**config.mk**
```make
export PLATFORM = sky130hd
export DESIGN_NAME = alu_writeback
export DESIGN_NICKNAME = d
export VERILOG_FILES = /design/src/rtl/alu_writeback.sv
export SDC_FILE = /design/constraint.sdc
export NUM_CORES = 1
export LEC_CHECK = 0
export ABC_AREA = 1
export CELL_PAD_IN_SITES_DETAIL_PLACEMENT = 1
export CELL_PAD_IN_SITES_GLOBAL_PLACEMENT = 2
export CORE_MARGIN = 1
export CORE_UTILIZATION = 37
export CTS_BUF_LIST = sky130_fd_sc_hd__clkbuf_8
export DETAILED_ROUTE_END_ITERATION = 8
export PLACE_DENSITY = 0.82
export RECOVER_POWER = 100
export SLEW_MARGIN = 30
export SYNTH_ARGS = -nofsm -noshare
export SYNTH_HDL_FRONTEND = slang
export SYNTH_SLANG_ARGS = --single-unit
```
**constraint.sdc**
```tcl
create_clock -name clk -period 4.8 [get_ports clk]
set_clock_uncertainty 0.1 [all_clocks]
set_input_delay 0.72 -clock clk [delete_from_list [all_inputs] [get_ports clk]]
set_output_delay 0.72 -clock clk [all_outputs]
set_load 0.01 [all_outputs]
```
**src/rtl/alu_writeback.sv**
```systemverilog
// ALU result writeback: queues (y1, y2) results in a small FIFO and drains them to a
// single-write-port register file. Optional flag outputs under ALU_WB_FLAGS_EN.
module alu_writeback #(
  parameter int unsigned DATA_W = 32,
  parameter int unsigned ADDR_W = 5,
  parameter int unsigned DEPTH  = 2
) (
  input  logic              clk,
  input  logic              rst,
  input  logic              in_valid,
  output logic              in_ready,
  input  logic              in_dual,
  input  logic [ADDR_W-1:0] in_rd1,
  input  logic [ADDR_W-1:0] in_rd2,
  input  logic [DATA_W-1:0] in_y1,
  input  logic [DATA_W-1:0] in_y2,
  output logic              rf_we,
  output logic [ADDR_W-1:0] rf_waddr,
  output logic [DATA_W-1:0] rf_wdata,
  output logic              busy
`ifdef ALU_WB_FLAGS_EN
  ,
  output logic              flag_z,
  output logic              flag_n
`endif
);

  localparam int unsigned PTR_W = (DEPTH > 1) ? $clog2(DEPTH) : 1;
  localparam int unsigned CNT_W = $clog2(DEPTH + 1);
  localparam logic [CNT_W-1:0] FULL = CNT_W'(DEPTH);

  typedef enum logic {LO, HI} phase_t;

  logic              dual_mem [DEPTH];
  logic [ADDR_W-1:0] rd1_mem  [DEPTH];
  logic [ADDR_W-1:0] rd2_mem  [DEPTH];
  logic [DATA_W-1:0] y1_mem   [DEPTH];
  logic [DATA_W-1:0] y2_mem   [DEPTH];

  logic [PTR_W-1:0] wr_ptr, rd_ptr;
  logic [CNT_W-1:0] count, count_next;
  phase_t           phase;
  logic             push, pop, nonempty;

  assign nonempty   = (count != '0);
  assign push       = in_valid & in_ready;
  // Head leaves the FIFO after its last (or only) write.
  assign pop        = nonempty & ((phase == HI) | ~dual_mem[rd_ptr]);
  assign count_next = count + CNT_W'(push) - CNT_W'(pop);

  // FIFO storage, no reset needed: occupancy is tracked by count.
  always_ff @(posedge clk) begin
    if (push) begin
      dual_mem[wr_ptr] <= in_dual;
      rd1_mem[wr_ptr]  <= in_rd1;
      rd2_mem[wr_ptr]  <= in_rd2;
      y1_mem[wr_ptr]   <= in_y1;
      y2_mem[wr_ptr]   <= in_y2;
    end
  end

  // Pointers, occupancy and the LO/HI drain sequencer.
  always_ff @(posedge clk or posedge rst) begin
    if (rst) begin
      wr_ptr   <= '0;
      rd_ptr   <= '0;
      count    <= '0;
      phase    <= LO;
      rf_we    <= 1'b0;
      rf_waddr <= '0;
      rf_wdata <= '0;
      busy     <= 1'b0;
      in_ready <= 1'b1;
    end else begin
      if (push) wr_ptr <= wr_ptr + PTR_W'(1);
      if (pop)  rd_ptr <= rd_ptr + PTR_W'(1);
      count    <= count_next;
      busy     <= (count_next != '0);
      in_ready <= (count_next != FULL);
      if (!nonempty) begin
        rf_we <= 1'b0;
      end else begin
        case (phase)
          LO: begin
            rf_we    <= (rd1_mem[rd_ptr] != '0);
            rf_waddr <= rd1_mem[rd_ptr];
            rf_wdata <= y1_mem[rd_ptr];
            if (dual_mem[rd_ptr]) phase <= HI;
          end
          HI: begin
            rf_we    <= (rd2_mem[rd_ptr] != '0);
            rf_waddr <= rd2_mem[rd_ptr];
            rf_wdata <= y2_mem[rd_ptr];
            phase    <= LO;
          end
          default: phase <= LO;
        endcase
      end
    end
  end

`ifdef ALU_WB_FLAGS_EN
  // Flags track the most recently accepted result.
  always_ff @(posedge clk or posedge rst) begin
    if (rst) begin
      flag_z <= 1'b0;
      flag_n <= 1'b0;
    end else if (push) begin
      flag_z <= (in_y1 == '0) & (~in_dual | (in_y2 == '0));
      flag_n <= in_dual ? in_y2[DATA_W-1] : in_y1[DATA_W-1];
    end
  end
`else
  // Flag outputs not built in this configuration.
`endif

endmodule

```
== Word level (Yosys, flattened, before mapping) ==
Memory sizes are Yosys's and may differ from the RTL's.
Cells that the tools add are included.

* Bits in writable memories: 150
* Latch bits: 0
* Logic and storage cells: 36
* Memories kept: 5
* ROM bits: 0
* Input port bits: 78
* Register bits: 45

* Multiplexer cells: 8
* Div/mod/pow operators: 0
* Bitwise logic cells: 5
* Eq/ne operators: 1
* $add $sub $neg: 4
* Shifts and indexed selects: 0
* Multipliers: 0
* Reduce and logical (&&, ||, !) cells: 4
* $lt $le $gt $ge: 0

{| class="wikitable"
|+ Memory list
! memory !! words !! bits a word !! read ports !! clocked after memory_dff !! wr ports !! line !! source
|-
| y1_mem || 2 || 32 || 1 || 0 || 1 || 37 || <nowiki>logic [DATA_W-1:0] y1_mem [DEPTH];</nowiki>
|-
| y2_mem || 2 || 32 || 1 || 0 || 1 || 38 || <nowiki>logic [DATA_W-1:0] y2_mem [DEPTH];</nowiki>
|-
| rd1_mem || 2 || 5 || 1 || 0 || 1 || 35 || <nowiki>logic [ADDR_W-1:0] rd1_mem [DEPTH];</nowiki>
|-
| rd2_mem || 2 || 5 || 1 || 0 || 1 || 36 || <nowiki>logic [ADDR_W-1:0] rd2_mem [DEPTH];</nowiki>
|-
| dual_mem || 2 || 1 || 1 || 0 || 1 || 34 || <nowiki>logic dual_mem [DEPTH];</nowiki>
|}

{| class="wikitable"
|+ Operators by type and width
! kind !! count
|-
| 32-bit case mux with 2 select lines || 1
|-
| 5-bit case mux with 2 select lines || 1
|-
| 5-bit nonzero test || 2
|-
| 1-bit 2-to-1 mux || 4
|-
| 1-bit case mux with 2 select lines || 2
|-
| 2-bit nonzero test || 2
|-
| 1-bit adder (second input constant) || 2
|-
| 2-bit by 1-bit adder with 2-bit output || 1
|-
| 1-bit bitwise AND || 2
|-
| 2-bit != test (second input constant) || 1
|-
| 1-bit NOT || 2
|-
| 2-bit by 1-bit subtractor with 2-bit output || 1
|-
| 1-bit bitwise OR || 1
|}

== Depth between registers and ports, before layout ==
Gate-level depths: netlist (run 1).
An unclocked memory read counts as a cell.

* Word-level depth: 6
* Mapped depth: 15
* Mapped depth without buffers: 13

== Worst setup path before layout (run 1) ==
OpenSTA, ideal clock, no wires.

* Path kind: input -> register
* Start: input in_valid
* End: memory dual_mem[0], enable pin
* Library setup time: 0.509 ns
* Cell stages on the path: 2
* Path buffers: 0
* Setup slack: 0.228 ns
* Data arrival time: 3.964 ns
* Path through: nand2_1 -> nor2_1

* Cells in the longest elaborated chain, start to end: 3

{| class="wikitable"
|+ Ends and longest elaborated chain
! element !! line !! source
|-
| start, declared || 10 || <nowiki>input logic in_valid,</nowiki>
|-
| 1-bit bitwise AND || 46 || <nowiki>assign push = in_valid & in_ready;</nowiki>
|-
| 1-bit 2-to-1 mux || 53 || <nowiki>if (push) begin</nowiki>
|-
| 1-bit 2-to-1 mux (not written as such) || 54 || <nowiki>dual_mem[wr_ptr] <= in_dual;</nowiki>
|-
| end, declared || 34 ||
|}

No other way between the ends.

== Worst setup path in the final report (run 1) ==
* Start: register rd_ptr
* End: register in_ready

* Cells in the longest elaborated chain, start to end: 6

{| class="wikitable"
|+ Ends and longest elaborated chain
! element !! line !! source
|-
| start, declared || 40 || <nowiki>logic [PTR_W-1:0] wr_ptr, rd_ptr;</nowiki>
|-
| start signal, assigned || 76 || <nowiki>if (pop) rd_ptr <= rd_ptr + PTR_W'(1);</nowiki>
|-
| memory read 2 x 1 bit || -- ||
|-
| 1-bit NOT || 48 || <nowiki>assign pop = nonempty & ((phase == HI) | ~dual_mem[rd_ptr]);</nowiki>
|-
| 1-bit bitwise OR || 48 ||
|-
| 1-bit bitwise AND || 48 ||
|-
| net pop || 43 || <nowiki>logic push, pop, nonempty;</nowiki>
|-
| 2-bit by 1-bit subtractor with 2-bit output || 49 || <nowiki>assign count_next = count + CNT_W'(push) - CNT_W'(pop);</nowiki>
|-
| net count_next[1] || 41 || <nowiki>logic [CNT_W-1:0] count, count_next;</nowiki>
|-
| 2-bit != test || 79 || <nowiki>in_ready <= (count_next != FULL);</nowiki>
|-
| end signal, assigned || 79 ||
|-
| end, declared || 11 || <nowiki>output logic in_ready,</nowiki>
|}

The timed path passes the listed nets, and every way through them passes these cells.
A chain may end at the register's enable or synchronous reset.

==> metrics.md, run 1 <==
| Metric | Value |
|---|---|
| Status | `finished with violations` |
| Failing checks | `max-capacitance violations, max-slew violations` |
| WS Path Type | `reg -> reg` |
| Slew Limit Fails | `approximately 150` |
| Routed vias/inst | `about 4.9` |
| Syn avg cell area | `12.3 sq um` |
| Cells after Synth | `602` |
| Syn nets | `682` |
| Total congestion overflow | `0` |
| Core Area | `19500 sq um` |
| Synth Register Bits | `195` |
| Total GRT Usage | `0.174` |
| Final period util | `0.711` |
| Clk slew on worst S/H paths | `roughly 100 ps` |
| GPL Wtd Cong | `0.762` |
| CTS hold repair buffers | `0` |
| Min-Delay Path Class | `reg -> reg` |
| Most frequent cells in the layout | `edfxtp_1 (150), nand2_1 (139), dlygate4sd3_1 (117)` |
| Register area | `5630 sq um` |
| Post-Synthesis Cell Area | `7400 sq um` |
| CTS Buf Count | `17` |
| WL/cell | `17.3 um` |
| Port Buffers | `about 120` |
| Total Neg Setup Slack | `0 ps` |
| Area of the multi-input gates | `1560 sq um` |
| Yosys cell types | `19` |
| Number of global-route vias before repair | `5059` |
| Placed inst area | `8810 sq um` |
| Crit path max fanout | `76` |
| CTS tree | `built` |
| Leak | `about 0.0035 uW` |
| RSZ-0062 raised after global routing | `no` |
| Slew HR | `-0.336` |
| Post-CTS setup buffer count | `0` |
| WP data arrival | `3700 ps` |
| Hpwl dp | `10.7 mm` |
| Tmin final | `3410 ps` |
| Initial Util | `0.379` |
| Fillers | `2100` |
| Final Hold Fails | `0` |
| Die W | `143 um` |
| Synth warn | `0` |
| Crit. End Element | `flip-flop` |
| Max-Cap Viols | `2` |
| Number of iterations in the first detailed-routing pass | `4` |
| CTS sink cnt | `a little under 200` |
| Clock latency at the later pin of the worst-skew pair | `460 ps` |
| Area grow syn2layout | `23.6%` |
| DRC | `0` |
| First-pass GRT wire length | `around 26 mm` |
| Root Driver | `clkbuf_8` |
| Total die area | `20600 sq um` |
| Initial drt markers | `257` |
| P per Cell Area | `596 nW/um^2` |
| Chip Height | `~140 um` |
| Sequential fraction of the synthesis area | `0.761` |
| CTS HTree Levels | `4` |
| Largest net degree at the start of global routing | `77` |
| Share of layout cells above drive strength 1 | `0.0523` |
| Final Util | `0.469` |
| Num rows | `51` |
| # resized after CTS | `0` |
| # IOs | `118` |
| WP data required | `about 5100 ps` |
| Final #Nets | `a little under 800` |
| Routed vias | `roughly 4800` |
| Max VDD drop | `254 uV` |
| Achievable frequency | `293 MHz` |
| Startpoint types | `flip-flop` |
| Top_reg_cell synth | `edfxtp_1` |
| Initial antenna violation count | `2` |
| Async SR Flop Fraction | `0.231` |
| Final instance area | `9150 sq um` |
| Total Routed Length | `17.2 mm` |
| Worst-case clock buffer depth | `2` |
| EDFF count, synth | `150` |
| Measured slew at the worst slew-check pin | `2000 ps` |
| Endpoints failing setup | `0` |
| Routed Antenna Nets | `0` |
| Most common cell after layout, fill and taps aside | `edfxtp_1` |
-- worst paths after layout --
kind / start / end / slack, ps / cells after the start
max reg2reg: rd_ptr / in_ready / 1390 / 12
min in group asynchronous: rst / rf_wdata[10] / 770 / 3
max: rd_ptr / in_ready / 1390 / 12
min: rf_wdata[14] / rf_wdata[14] / 380 / 2
max in group asynchronous: rst / rd_ptr / 3370 / 3
min reg2reg: rf_wdata[14] / rf_wdata[14] / 380 / 2
-- state kept, by name, summed over array words and instances, names as in the netlist --
name and count:
rd2_mem 10, wr_ptr 1, rd1_mem 10, rf_wdata 32, y2_mem 64, in_ready 1, rd_ptr 1, rf_we 1
rf_waddr 5, dual_mem 2, count 2, busy 1, phase 1, y1_mem 64
-- final cells by class --
type,count,area share
sequential,195,0.615
multi-input combinational,365,0.171
timing repair buffer,126,0.136
tap,265,0.0362
clock buffer,19,0.0286
clock inverter,12,0.00888
inverter,10,0.00410
antenna,2,0.000547
-- metrics by stage --
| stage | worst slack, ps | hold slack [ps] | power (uW) | std cells |
|---|---|---|---|---|
| 6_report | 1390 | 379 | 5450 | 994 |
| 5_1_grt | 1020 | 406 | 5850 | 993 |
| 4_1_cts | 1970 | 390 | 5630 | 991 |
| 3_5_place_dp | 1790 | 367 | 4670 | 960 |
| 3_3_place_gp | 1880 | 361 | 4530 | 960 |
| 2_1_floorplan | 228 | 374 | 3840 | 602 |
-- synth_stat cells, types with 2 or more instances --
cell type / count / share of area
a21oi_1: 2 / 0.0014
ha_1: 2 / 0.0034
buf_2: 18 / 0.012
nor2_1: 110 / 0.056
xor2_1: 4 / 0.0047
o21ai_1: 48 / 0.032
buf_4: 2 / 0.0020
dfrtp_1: 44 / 0.15
inv_2: 2 / 0.0010
nand2_1: 139 / 0.070
inv_1: 8 / 0.0041
clkbuf_1: 6 / 0.0030
o21ai_0: 58 / 0.039
buf_6: 5 / 0.0076
edfxtp_1: 150 / 0.61
-- power breakdown --
part	total [uW]	internal [uW]	switching, uW
sequential	2540	2360	180
clock	953	420	533
combinational	1960	683	1280
-- per-layer routing --
layer	vias up	wire, um	GRT usage
met2	98	9030	0.305
li1	2276	-	-
met5	-	0	0
met4	0	297	0.0829
met3	21	598	0.0380
met1	2436	7250	0.202
-- kinds of logic after synthesis --
kind of cell | Yosys count | synth area share
AO/OA/AOI/OAI | 108 | 0.0730
XOR/XNOR | 4 | 0.00473
adder cells (fa/ha/maj) | 2 | 0.00338
buffers and inverters | 42 | 0.0306
flip-flops | 195 | 0.761
AND/OR/NAND/NOR | 251 | 0.128
-- critical path, cell delays in order, from the launching register on --
cell and delay, ps:
dfrtp_2 370, clkbuf_2 1200, nand2_1 140, nand2_1 130
nand2_1 70, nand2_1 110, inv_1 80, ha_1 280
inv_1 60, ha_1 170, xor2_1 200, xor2_1 280
nand2_1 120
Power figures use the tool's default switching activity.
==> inputs of run 2 (changes only) <==
clock period = 3.31 ns   (was 4.8 ns; I/O delays follow)
==> run 2 against run 1 <==
The run now ends clean. Sequential cell count stayed put. Sequential share of layout area is 0.092 points lower. Die area stayed put. Wire length is 0.14% higher. Register-to-register slack worse by 610 ps. Via count is 0.46% lower. Count of clock-buffer cells in the layout is 2 higher. Power is 45% higher. Worst hold slack worse by 0.91 ps. Critical endpoint is now rf_wdata[24].
==> metrics.md, run 2 (same netlist as run 1, synthesis figures left out) <==
| Metric | Value |
|---|---|
| Status | `finished, final reports clean` |
| WHS Path Cells | `2 (unchanged)` |
| Reg2Reg Depth | `6 (-6)` |
| CTS sink cnt | `195 (unchanged)` |
| Num rows | `51 (unchanged)` |
| Tmin final | `2530 ps (-884 ps)` |
| Achievable frequency | `396 MHz (+35%)` |
| WS Path Type | `reg -> reg` |
| Initial antenna violation count | `3 (+1)` |
| Initial drt markers | `239 (-7.0%)` |
| First-pass GRT wire length | `26.8 mm (+2.2%)` |
| Final Hold Fails | `0 (unchanged)` |
| RR Startpoint | `phase` |
| Critical R2R Capture | `rf_wdata[24]` |
| CTS Buf Count | `17 (unchanged)` |
| Startpoint types | `flip-flop` |
| WL/cell | `17.3 um (-0.16%)` |
| Min-Delay Path Class | `reg -> reg` |
| Routed Antenna Nets | `0 (unchanged)` |
| Post-CTS setup buffer count | `0 (unchanged)` |
| Total GRT Usage | `0.177 (+0.00302)` |
| Crit path max fanout | `70 (-7.9%)` |
| Slew Limit Fails | `0 (-100%)` |
| Die W | `143 um (unchanged)` |
| Hold EP | `rf_wdata[7]` |
| Reg-to-reg slack, setup | `780 ps (-610 ps)` |
| Hpwl dp | `10.9 mm (+2.3%)` |
| Chip Height | `143 um (unchanged)` |
| Root Driver | `clkbuf_8` |
| Max-Cap Viols | `0 (-2)` |
| Clock latency at the later pin of the worst-skew pair | `450 ps (about the same)` |
| CTS hold repair buffers | `0 (unchanged)` |
| Pwr Total | `7890 uW (+45%)` |
| Routed vias | `4809 (-0.46%)` |
| Worst-case clock buffer depth | `2 (unchanged)` |
| Placed Cells | `962 (+0.21%)` |
| Total Neg Setup Slack | `0 ps (unchanged)` |
| Crit. End Element | `flip-flop` |
| Number of iterations in the first detailed-routing pass | `4 (unchanged)` |
| Biggest regs | `y1_mem: 64 flops, y2_mem: 64 flops, rf_wdata: 32 flops` |
| Fillers | `2080 (-0.95%)` |
| Number of global-route vias before repair | `5176 (+2.3%)` |
| CTS HTree Levels | `4 (unchanged)` |
| Endpoints failing setup | `0 (unchanged)` |
| Port Buffers | `117 (unchanged)` |
| Final Util | `0.469 (+0.000705)` |
| # resized after CTS | `0 (unchanged)` |
| Routed vias/inst | `4.82 (-0.75%)` |
| P per Cell Area | `860 nW/um^2 (+44%)` |
| Clk slew on worst S/H paths | `90 ps (about the same)` |
| Final #Nets | `796 (+0.13%)` |
| DRC | `0 (unchanged)` |
| Total Routed Length | `17.2 mm (+0.14%)` |
| Total die area | `20600 sq um (unchanged)` |
| Share of layout cells above drive strength 1 | `0.0617 (+0.00946)` |
| Final instance area | `9170 sq um (+0.15%)` |
| WP data required | `3600 ps (-1480 ps)` |
| Non-Filler Instances | `997 (+0.30%)` |
| Largest net degree at the start of global routing | `75 (-2.6%)` |
| WP data arrival | `2810 ps (-890 ps)` |
| Core Area | `19500 sq um (unchanged)` |
| Total congestion overflow | `0 (unchanged)` |
| Area grow syn2layout | `23.8%` |
| Crit path from | `phase` |
| Most frequent cells in the layout | `edfxtp_1 (150), nand2_1 (139), dlygate4sd3_1 (116)` |
| Leak | `0.00347 uW (about the same)` |
| # IOs | `118 (unchanged)` |
| Final period util | `0.763 (+0.0528)` |
| HP Start | `rf_wdata[7]` |
| Max VDD drop | `327 uV (+29%)` |
| Initial Util | `0.379 (unchanged)` |
| Measured slew at the worst slew-check pin | `1470 ps (-535 ps)` |
| Most common cell after layout, fill and taps aside | `edfxtp_1` |
| RSZ-0062 raised after global routing | `no` |
| Slew HR | `0.0203 (+0.357)` |
| Placed inst area | `8840 sq um (+0.34%)` |
| GPL Wtd Cong | `0.762 (about the same)` |
| CTS tree | `built` |
run 2: worst max-delay path by stage:
stage	to	slack, ps	cells past startpoint
floorplan	dual_mem[0]	-1090	2
global placement	busy	880	9
detailed placement	busy	780	9
CTS	in_ready	1140	1
global route	rf_wdata[12]	540	6
finish	rf_wdata[24]	780	6
run 2: power breakdown:
group	switching [uW]	total (uW)	internal, uW
Combinational	1850	2840	985
Clock	801	1390	590
Sequential	249	3660	3410
Total	2900	7890	4980
run 2: metal layers:
| layer | GRT usage | wire [um] |
|---|---|---|
| met4 | 0.0644 | 214 |
| met1 | 0.212 | 7340 |
| met5 | 0 | 0 |
| met3 | 0.0400 | 630 |
| met2 | 0.311 | 9020 |
run 2: critical path, cell delays in order (launching register included):
cell and delay (ps):
dfrtp_1 460, inv_1 110, clkbuf_2 1020, o21ai_0 330, o21ai_1 270, nand2_1 80
nand2_1 70
run 2: final cells by class:
class / instances / area, sq um / share of cell area
diodes: 3 / 7.51 / 0.000819
clock buffers: 21 / 289 / 0.0315
clock inverters: 11 / 63.8 / 0.00696
inverters: 10 / 40.0 / 0.00437
multi-input cells: 365 / 1570 / 0.171
flip-flops and latches: 195 / 5630 / 0.614
well taps: 265 / 332 / 0.0362
repair buffers: 127 / 1230 / 0.135
run 2: stage by stage:
stage / hold slack [ps] / worst slack (ps)
floorplan: 374 / -1090
global placement: 363 / 885
detailed placement: 365 / 779
CTS: 388 / 1140
global route: 411 / 543
finish: 378 / 783
